--- config.mk ---
export PLATFORM = sky130hd
export DESIGN_NAME = m2s_access_queue
export DESIGN_NICKNAME = d
export VERILOG_FILES = /design/src/rtl/m2s_access_queue.sv
export SDC_FILE = /design/constraint.sdc
export NUM_CORES = 1
export LEC_CHECK = 0
export CAP_MARGIN = 15
export CORE_MARGIN = 2
export CORE_UTILIZATION = 50
export DETAILED_ROUTE_END_ITERATION = 6
export GPL_ROUTABILITY_DRIVEN = 1
export PLACE_DENSITY = 0.73
export SYNTH_ARGS = -nofsm -noshare
export SYNTH_HDL_FRONTEND = slang
export SYNTH_SLANG_ARGS = --single-unit
--- constraint.sdc ---
create_clock -name clk -period 4.4 [get_ports clk]
set_input_delay 0.88 -clock clk [delete_from_list [all_inputs] [get_ports clk]]
set_output_delay 0.88 -clock clk [all_outputs]
set_load 0.005 [all_outputs]
--- src/rtl/m2s_access_queue.sv ---
// In-order issue / in-order retire request queue feeding the Multi2Sim bridge.
// Completions may arrive in any order and are matched to entries by tag.

package m2s_aq_pkg;
    typedef enum logic [1:0] {E_FREE, E_QUEUED, E_ISSUED, E_DONE} entry_st_t;
endpackage

module m2s_aq_entry #(
    parameter int ADDR_W = 32,
    parameter int DATA_W = 8
) (
    input  logic                          clk,
    input  logic                          rst,
    input  logic                          acc,
    input  logic                          iss,
    input  logic                          cmp,
    input  logic                          ret,
    input  logic                          set_write,
    input  logic [ADDR_W-1:0]             set_addr,
    input  logic [DATA_W-1:0]             set_data,
    input  logic [DATA_W-1:0]             cmp_data,
    output m2s_aq_pkg::entry_st_t         st,
    output logic                          write,
    output logic [ADDR_W-1:0]             addr,
    output logic [DATA_W-1:0]             data
);
    import m2s_aq_pkg::*;

    entry_st_t st_nxt;

    // Each event is only ever raised for an entry in the matching source state.
    always_comb begin
        st_nxt = st;
        case (st)
            E_FREE:   if (acc) st_nxt = E_QUEUED;
            E_QUEUED: if (iss) st_nxt = E_ISSUED;
            E_ISSUED: if (cmp) st_nxt = E_DONE;
            E_DONE:   if (ret) st_nxt = E_FREE;
            default:  st_nxt = E_FREE;
        endcase
    end

    always_ff @(posedge clk) begin
        if (rst) begin
            st    <= E_FREE;
            write <= 1'b0;
            addr  <= '0;
            data  <= '0;
        end else begin
            st <= st_nxt;
            if (acc) begin
                write <= set_write;
                addr  <= set_addr;
                data  <= set_data;
            end else if (cmp) begin
                data <= cmp_data;
            end
        end
    end
endmodule

module m2s_access_queue #(
    parameter int ADDR_W = 32,
    parameter int DATA_W = 8,
    parameter int DEPTH  = 4,
    parameter int TAG_W  = $clog2(DEPTH)
) (
    input  logic              clk,
    input  logic              rst,
    input  logic              req_valid,
    output logic              req_ready,
    input  logic              req_write,
    input  logic [ADDR_W-1:0] req_addr,
    input  logic [DATA_W-1:0] req_data,
    output logic              iss_valid,
    input  logic              iss_ready,
    output logic              iss_write,
    output logic [ADDR_W-1:0] iss_addr,
    output logic [DATA_W-1:0] iss_data,
    output logic [TAG_W-1:0]  iss_tag,
    input  logic              cmp_valid,
    input  logic [TAG_W-1:0]  cmp_tag,
    input  logic [DATA_W-1:0] cmp_data,
    output logic              cmp_err,
    output logic              rsp_valid,
    input  logic              rsp_ready,
    output logic              rsp_write,
    output logic [DATA_W-1:0] rsp_data,
    output logic [TAG_W:0]    outstanding
);
    import m2s_aq_pkg::*;

    logic [DEPTH-1:0][1:0]        st;
    logic [DEPTH-1:0]             wr;
    logic [DEPTH-1:0][ADDR_W-1:0] ad;
    logic [DEPTH-1:0][DATA_W-1:0] dt;
    logic [TAG_W-1:0]             alloc_ptr, iss_ptr, ret_ptr;
    logic                         acc, iss, cmp_ok, ret;

    // A retire in the same cycle cannot free the alloc slot early: ready looks
    // only at registered entry state.
    assign req_ready = !rst && (st[alloc_ptr] == E_FREE);
    assign iss_valid = !rst && (st[iss_ptr] == E_QUEUED);
    assign rsp_valid = !rst && (st[ret_ptr] == E_DONE);

    assign acc    = req_valid && req_ready;
    assign iss    = iss_valid && iss_ready;
    assign ret    = rsp_valid && rsp_ready;
    assign cmp_ok = cmp_valid && (st[cmp_tag] == E_ISSUED);

    assign iss_write = wr[iss_ptr];
    assign iss_addr  = ad[iss_ptr];
    assign iss_data  = dt[iss_ptr];
    assign iss_tag   = iss_ptr;
    assign rsp_write = wr[ret_ptr];
    assign rsp_data  = dt[ret_ptr];

    for (genvar i = 0; i < DEPTH; i++) begin : g_ent
        m2s_aq_entry #(.ADDR_W(ADDR_W), .DATA_W(DATA_W)) u_ent (
            .clk       (clk),
            .rst       (rst),
            .acc       (acc    && (alloc_ptr == TAG_W'(i))),
            .iss       (iss    && (iss_ptr   == TAG_W'(i))),
            .cmp       (cmp_ok && (cmp_tag   == TAG_W'(i))),
            .ret       (ret    && (ret_ptr   == TAG_W'(i))),
            .set_write (req_write),
            .set_addr  (req_addr),
            .set_data  (req_data),
            .cmp_data  (cmp_data),
            .st        (st[i]),
            .write     (wr[i]),
            .addr      (ad[i]),
            .data      (dt[i])
        );
    end

    always_ff @(posedge clk) begin
        if (rst) begin
            alloc_ptr   <= '0;
            iss_ptr     <= '0;
            ret_ptr     <= '0;
            outstanding <= '0;
            cmp_err     <= 1'b0;
        end else begin
            if (acc) alloc_ptr <= alloc_ptr + 1'b1;
            if (iss) iss_ptr   <= iss_ptr + 1'b1;
            if (ret) ret_ptr   <= ret_ptr + 1'b1;
            cmp_err <= cmp_valid && !cmp_ok;
            case ({acc, ret})
                2'b10:   outstanding <= outstanding + 1'b1;
                2'b01:   outstanding <= outstanding - 1'b1;
                default: outstanding <= outstanding;
            endcase
        end
    end
endmodule

==> metrics.txt <==
# TYPE chip_impl_metric gauge
chip_impl_info{name="final_cell_mix",value="278 x sky130_fd_sc_hd__nand2_1, 180 x sky130_fd_sc_hd__dfxtp_1, 137 x sky130_fd_sc_hd__a21oi_1"} 1
chip_impl_metric{name="overall_power",unit="mW"} 4.492
chip_impl_metric{name="cts_clk_pin_slew_worst_paths",unit="ns"} 0.06
chip_impl_metric{name="achievable-frequency",unit="GHz"} 0.2906
chip_impl_metric{name="timing_max_transition_violations_final",unit=""} 0
chip_impl_metric{name="final_min_period_over_clock_period",unit="%"} 78.20
chip_impl_metric{name="grt_pass1_vias",unit=""} 6977
chip_impl_info{name="cts.root.buffer_cell",value="sky130_fd_sc_hd__clkbuf_16"} 1
chip_impl_metric{name="slew-limit-headroom",unit="%"} 22.41
chip_impl_metric{name="final_period_minus_worst_setup_slack",unit="ns"} 3.441
chip_impl_metric{name="drt_pre_antenna_iters",unit=""} 5
chip_impl_metric{name="groute.usage.overall",unit="%"} 24.56
chip_impl_metric{name="hpwlAfterDp",unit="um"} 13660
chip_impl_metric{name="io_pins",unit=""} 116
chip_impl_metric{name="final-instance-count-excl-fill",unit=""} 1298
chip_impl_info{name="worst-setup-path-type",value="register to primary output"} 1
chip_impl_metric{name="cts.sink_count",unit=""} 182
chip_impl_metric{name="final_critical_path_setup_slack",unit="ns"} 0.9592
chip_impl_metric{name="routed-via-count",unit=""} 7363
chip_impl_metric{name="post-route-cell-area",unit="sq um"} 10710
chip_impl_metric{name="synth_edf_count",unit=""} 0
chip_impl_metric{name="placeableCoreArea",unit="sq um"} 17300
chip_impl_info{name="dominantRegCellSynth",value="sky130_fd_sc_hd__dfxtp_1"} 1
chip_impl_info{name="cp_cell_sequence",value="buf_12 > mux4_2 > clkdlybuf4s50_1"} 1
chip_impl_metric{name="setup_viol_count_final",unit=""} 0
chip_impl_info{name="min-delay-start",value="g_ent[2].u_ent.addr[1]"} 1
chip_impl_metric{name="cells_after_dpl",unit=""} 1267
chip_impl_metric{name="timing.critical_path.required",unit="ns"} 3.52
chip_impl_metric{name="area_delta_synth_final",unit="%"} 21.44
chip_impl_metric{name="combinationalPowerShare",unit="%"} 23.9
chip_impl_metric{name="wirelength",unit="um"} 22340
chip_impl_metric{name="finalHoldViolations",unit=""} 0
chip_impl_info{name="crit_family",value="buffers and inverters"} 1
chip_impl_metric{name="average_vias_per_placed_instance",unit=""} 5.673
chip_impl_metric{name="resized_cells_post_cts",unit=""} 0
chip_impl_metric{name="met3_resource_use_gr",unit="%"} 4.926
chip_impl_metric{name="synth_async_sr_flop_share",unit="%"} 0
chip_impl_metric{name="drt_iter0_drc",unit=""} 528
chip_impl_metric{name="p_leak",unit="nW"} 3.591
chip_impl_metric{name="grt_use_met1",unit="%"} 33.14
chip_impl_metric{name="grt_first_pass_wirelength",unit="um"} 35970
chip_impl_metric{name="grt_start_max_net_pins",unit=""} 111
chip_impl_metric{name="port_buffers",unit=""} 115
chip_impl_metric{name="post-route-util",unit="%"} 61.90
chip_impl_metric{name="power.share.sequential",unit="%"} 42.1
chip_impl_metric{name="place_congestion",unit=""} 0.7633
chip_impl_metric{name="clkLatencyLatePin",unit="ns"} 0.44
chip_impl_metric{name="cellPowerDensity",unit="nW/um^2"} 419.6
chip_impl_metric{name="power.net_switching",unit="mW"} 1.326
chip_impl_metric{name="whs",unit="ns"} 0.4524
chip_impl_info{name="crit_end_element",value="primary output"} 1
chip_impl_metric{name="syn-cell-area",unit="sq um"} 8816
chip_impl_metric{name="drt.antenna.violating_nets",unit=""} 0
chip_impl_metric{name="dieWidth",unit="um"} 136.8
chip_impl_metric{name="route.detailed.drc",unit=""} 0
chip_impl_metric{name="yosys_register_bits",unit=""} 182
chip_impl_info{name="rsz0062_at_grt",value="false"} 1
chip_impl_info{name="layout.cells.most_common",value="sky130_fd_sc_hd__nand2_1"} 1
chip_impl_metric{name="drv.max_cap_violation_count",unit=""} 0
chip_impl_metric{name="insertedDiodeCount",unit=""} 0
chip_impl_metric{name="synth_area_per_inst",unit="sq um"} 8.996
chip_impl_metric{name="worst_clock_skew",unit="ns"} 0.01133
chip_impl_metric{name="grt.overflow.total",unit=""} 0
chip_impl_metric{name="swShare",unit="%"} 29.51
chip_impl_metric{name="fin_nets",unit=""} 1152
chip_impl_metric{name="multiInputGateArea",unit="sq um"} 4792
chip_impl_metric{name="share_of_total_power_in_the_clock_network",unit="%"} 33.9
chip_impl_metric{name="post-cts-setup-buffer-count",unit=""} 0
chip_impl_metric{name="critical-path-max-stage-delay",unit="ns"} 0.77
chip_impl_metric{name="dp_worst_setup_slack",unit="ns"} 1.133
chip_impl_metric{name="yosysUniqueCellTypes",unit=""} 54
chip_impl_info{name="run_status",value="finished clean"} 1
chip_impl_info{name="worst_r2r_startpoint",value="ret_ptr[1]"} 1
chip_impl_metric{name="crit_fanout",unit=""} 24
chip_impl_metric{name="sequential_share_of_the_synthesized_area",unit="%"} 41.33
chip_impl_metric{name="num_rows",unit=""} 48
chip_impl_metric{name="critical_path_buf_inv_count",unit=""} 2
chip_impl_metric{name="worst-endpoint-arrival",unit="ns"} 2.56
chip_impl_info{name="globalRoute.busiestLayer",value="met2"} 1
chip_impl_metric{name="synthesis.instances",unit=""} 980
chip_impl_metric{name="detailed_place.area",unit="sq um"} 10130
chip_impl_metric{name="p_int",unit="mW"} 3.167
chip_impl_metric{name="cts.hold.buffers_added",unit=""} 0
chip_impl_metric{name="antenna_found_initial",unit=""} 0
chip_impl_info{name="critical_path_startpoint",value="iss_tag[0]"} 1
chip_impl_metric{name="initial_util",unit="%"} 50.97
chip_impl_metric{name="cts_buffers",unit=""} 17
chip_impl_metric{name="synth.net_count",unit=""} 1071
chip_impl_info{name="cts_tree",value="yes"} 1
chip_impl_metric{name="layout-drive-gt1-share",unit="%"} 10.81
chip_impl_info{name="critical-path-slowest-cell",value="sky130_fd_sc_hd__dfxtp_2"} 1
chip_impl_metric{name="tightest_slew",unit="ns"} 1.164
chip_impl_metric{name="regToRegSetupSlack",unit="ns"} 1.43
chip_impl_metric{name="irDropWorstVdd",unit="V"} 0.0003162
chip_impl_info{name="holdCritPathClass",value="register to register"} 1
chip_impl_metric{name="fillerInstances",unit=""} 1484
chip_impl_metric{name="final.setup.tns",unit="ns"} 0
chip_impl_metric{name="detail_route.wl_per_cell",unit="um"} 17.21
chip_impl_metric{name="clock_tree.htree_level_count",unit=""} 4
chip_impl_info{name="setup.worst_path.start_class",value="register"} 1
chip_impl_metric{name="ctsLongestPathBuffers",unit=""} 2
chip_impl_metric{name="yosysWarnings",unit=""} 0
chip_impl_metric{name="chipHeight",unit="um"} 136.8
chip_impl_metric{name="area.sequential",unit="sq um"} 3646
chip_impl_metric{name="use_met2",unit="%"} 40.25
chip_impl_metric{name="dieArea",unit="sq um"} 18710
[area by class of cell]
cell class	count	area share, %
well taps	225	2.629
repair buffers	131	12.32
clock inverters	12	1.356
flip-flops and latches	182	34.05
inverters	24	0.8414
multi-input cells	705	44.76
clock buffers	19	4.043
[registers in the layout, indices dropped and copies added, names as in the netlist]
signal and count:
g_ent.u_ent.data 32, ret_ptr 2, alloc_ptr 2, g_ent.u_ent.st 8
g_ent.u_ent.addr 128, iss_tag 2, cmp_err 1, g_ent.u_ent.write 4
outstanding 3
[worst register-to-register path, stage by stage, from the launching register on]
cell and delay, ns:
sky130_fd_sc_hd__dfxtp_1 0.94, sky130_fd_sc_hd__nand4b_1 0.22, sky130_fd_sc_hd__nand4_1 0.30, sky130_fd_sc_hd__and2_1 0.20
sky130_fd_sc_hd__ha_1 0.19, sky130_fd_sc_hd__inv_1 0.06, sky130_fd_sc_hd__fa_1 0.37, sky130_fd_sc_hd__xor2_1 0.15
sky130_fd_sc_hd__or3_1 0.31, sky130_fd_sc_hd__a21oi_1 0.14
[per-layer routing]
metal	wire (um)	up-vias
met5	0	-
met4	300	0
met3	1443	26
met2	10780	270
met1	9811	3504
li1	-	3563
[synth_stat cells (3+ instances only)]
master                     instances  area share [%]
sky130_fd_sc_hd__nor2_1           51             2.2
sky130_fd_sc_hd__nand3_1           5            0.28
sky130_fd_sc_hd__buf_6             3            0.38
sky130_fd_sc_hd__nand2b_1          6            0.43
sky130_fd_sc_hd__a21o_1            3            0.26
sky130_fd_sc_hd__or2_1             3            0.21
sky130_fd_sc_hd__nand4_1           4            0.28
sky130_fd_sc_hd__a21oi_1         137             7.8
sky130_fd_sc_hd__dfxtp_1         182              41
sky130_fd_sc_hd__and2_1            4            0.28
sky130_fd_sc_hd__inv_1            23            0.98
sky130_fd_sc_hd__a31oi_1           4            0.28
sky130_fd_sc_hd__buf_1             9            0.38
sky130_fd_sc_hd__mux2i_1          36             4.1
sky130_fd_sc_hd__a211oi_1         32             2.7
sky130_fd_sc_hd__o21ai_0           5            0.28
sky130_fd_sc_hd__nor2b_1           6            0.43
sky130_fd_sc_hd__ha_1             33             4.7
sky130_fd_sc_hd__buf_2            19             1.1
sky130_fd_sc_hd__nand2_1         280              12
sky130_fd_sc_hd__clkbuf_1         37             1.6
sky130_fd_sc_hd__o21ai_1           3            0.17
sky130_fd_sc_hd__mux4_2           54              14
sky130_fd_sc_hd__xnor2_1           3            0.30
[power groups by stage]
stage | Sequential (mW) | Combinational (mW) | Clock, mW
floorplan | 1.86 | 0.681 | 0
CTS | 1.89 | 1.08 | 1.54
detailed placement | 1.93 | 1.07 | 0
global route | 1.91 | 1.18 | 1.61
finish | 1.89 | 1.08 | 1.52
global placement | 1.92 | 1.06 | 0
[worst paths after layout]
path / endpoint / cells past startpoint
hold / removal: g_ent[2].u_ent.addr[1] / 2
setup / recovery: iss_addr[0] / 3
setup reg to reg: outstanding[2] / 9
hold reg to reg: g_ent[2].u_ent.addr[1] / 2
[cells by family (layout without fill, tap and decap cells)]
kind of cell | after synthesis | after routing | synth area share [%]
fa+ha+maj | 34 | 34 | 4.911
buf+inv | 93 | 186 | 4.499
flops | 182 | 182 | 41.33
xor+xnor | 5 | 5 | 0.4968
simple gates | 376 | 376 | 17.53
mux | 90 | 90 | 17.88
compound gates | 200 | 200 | 13.35
Power figures use the tool's default switching activity.
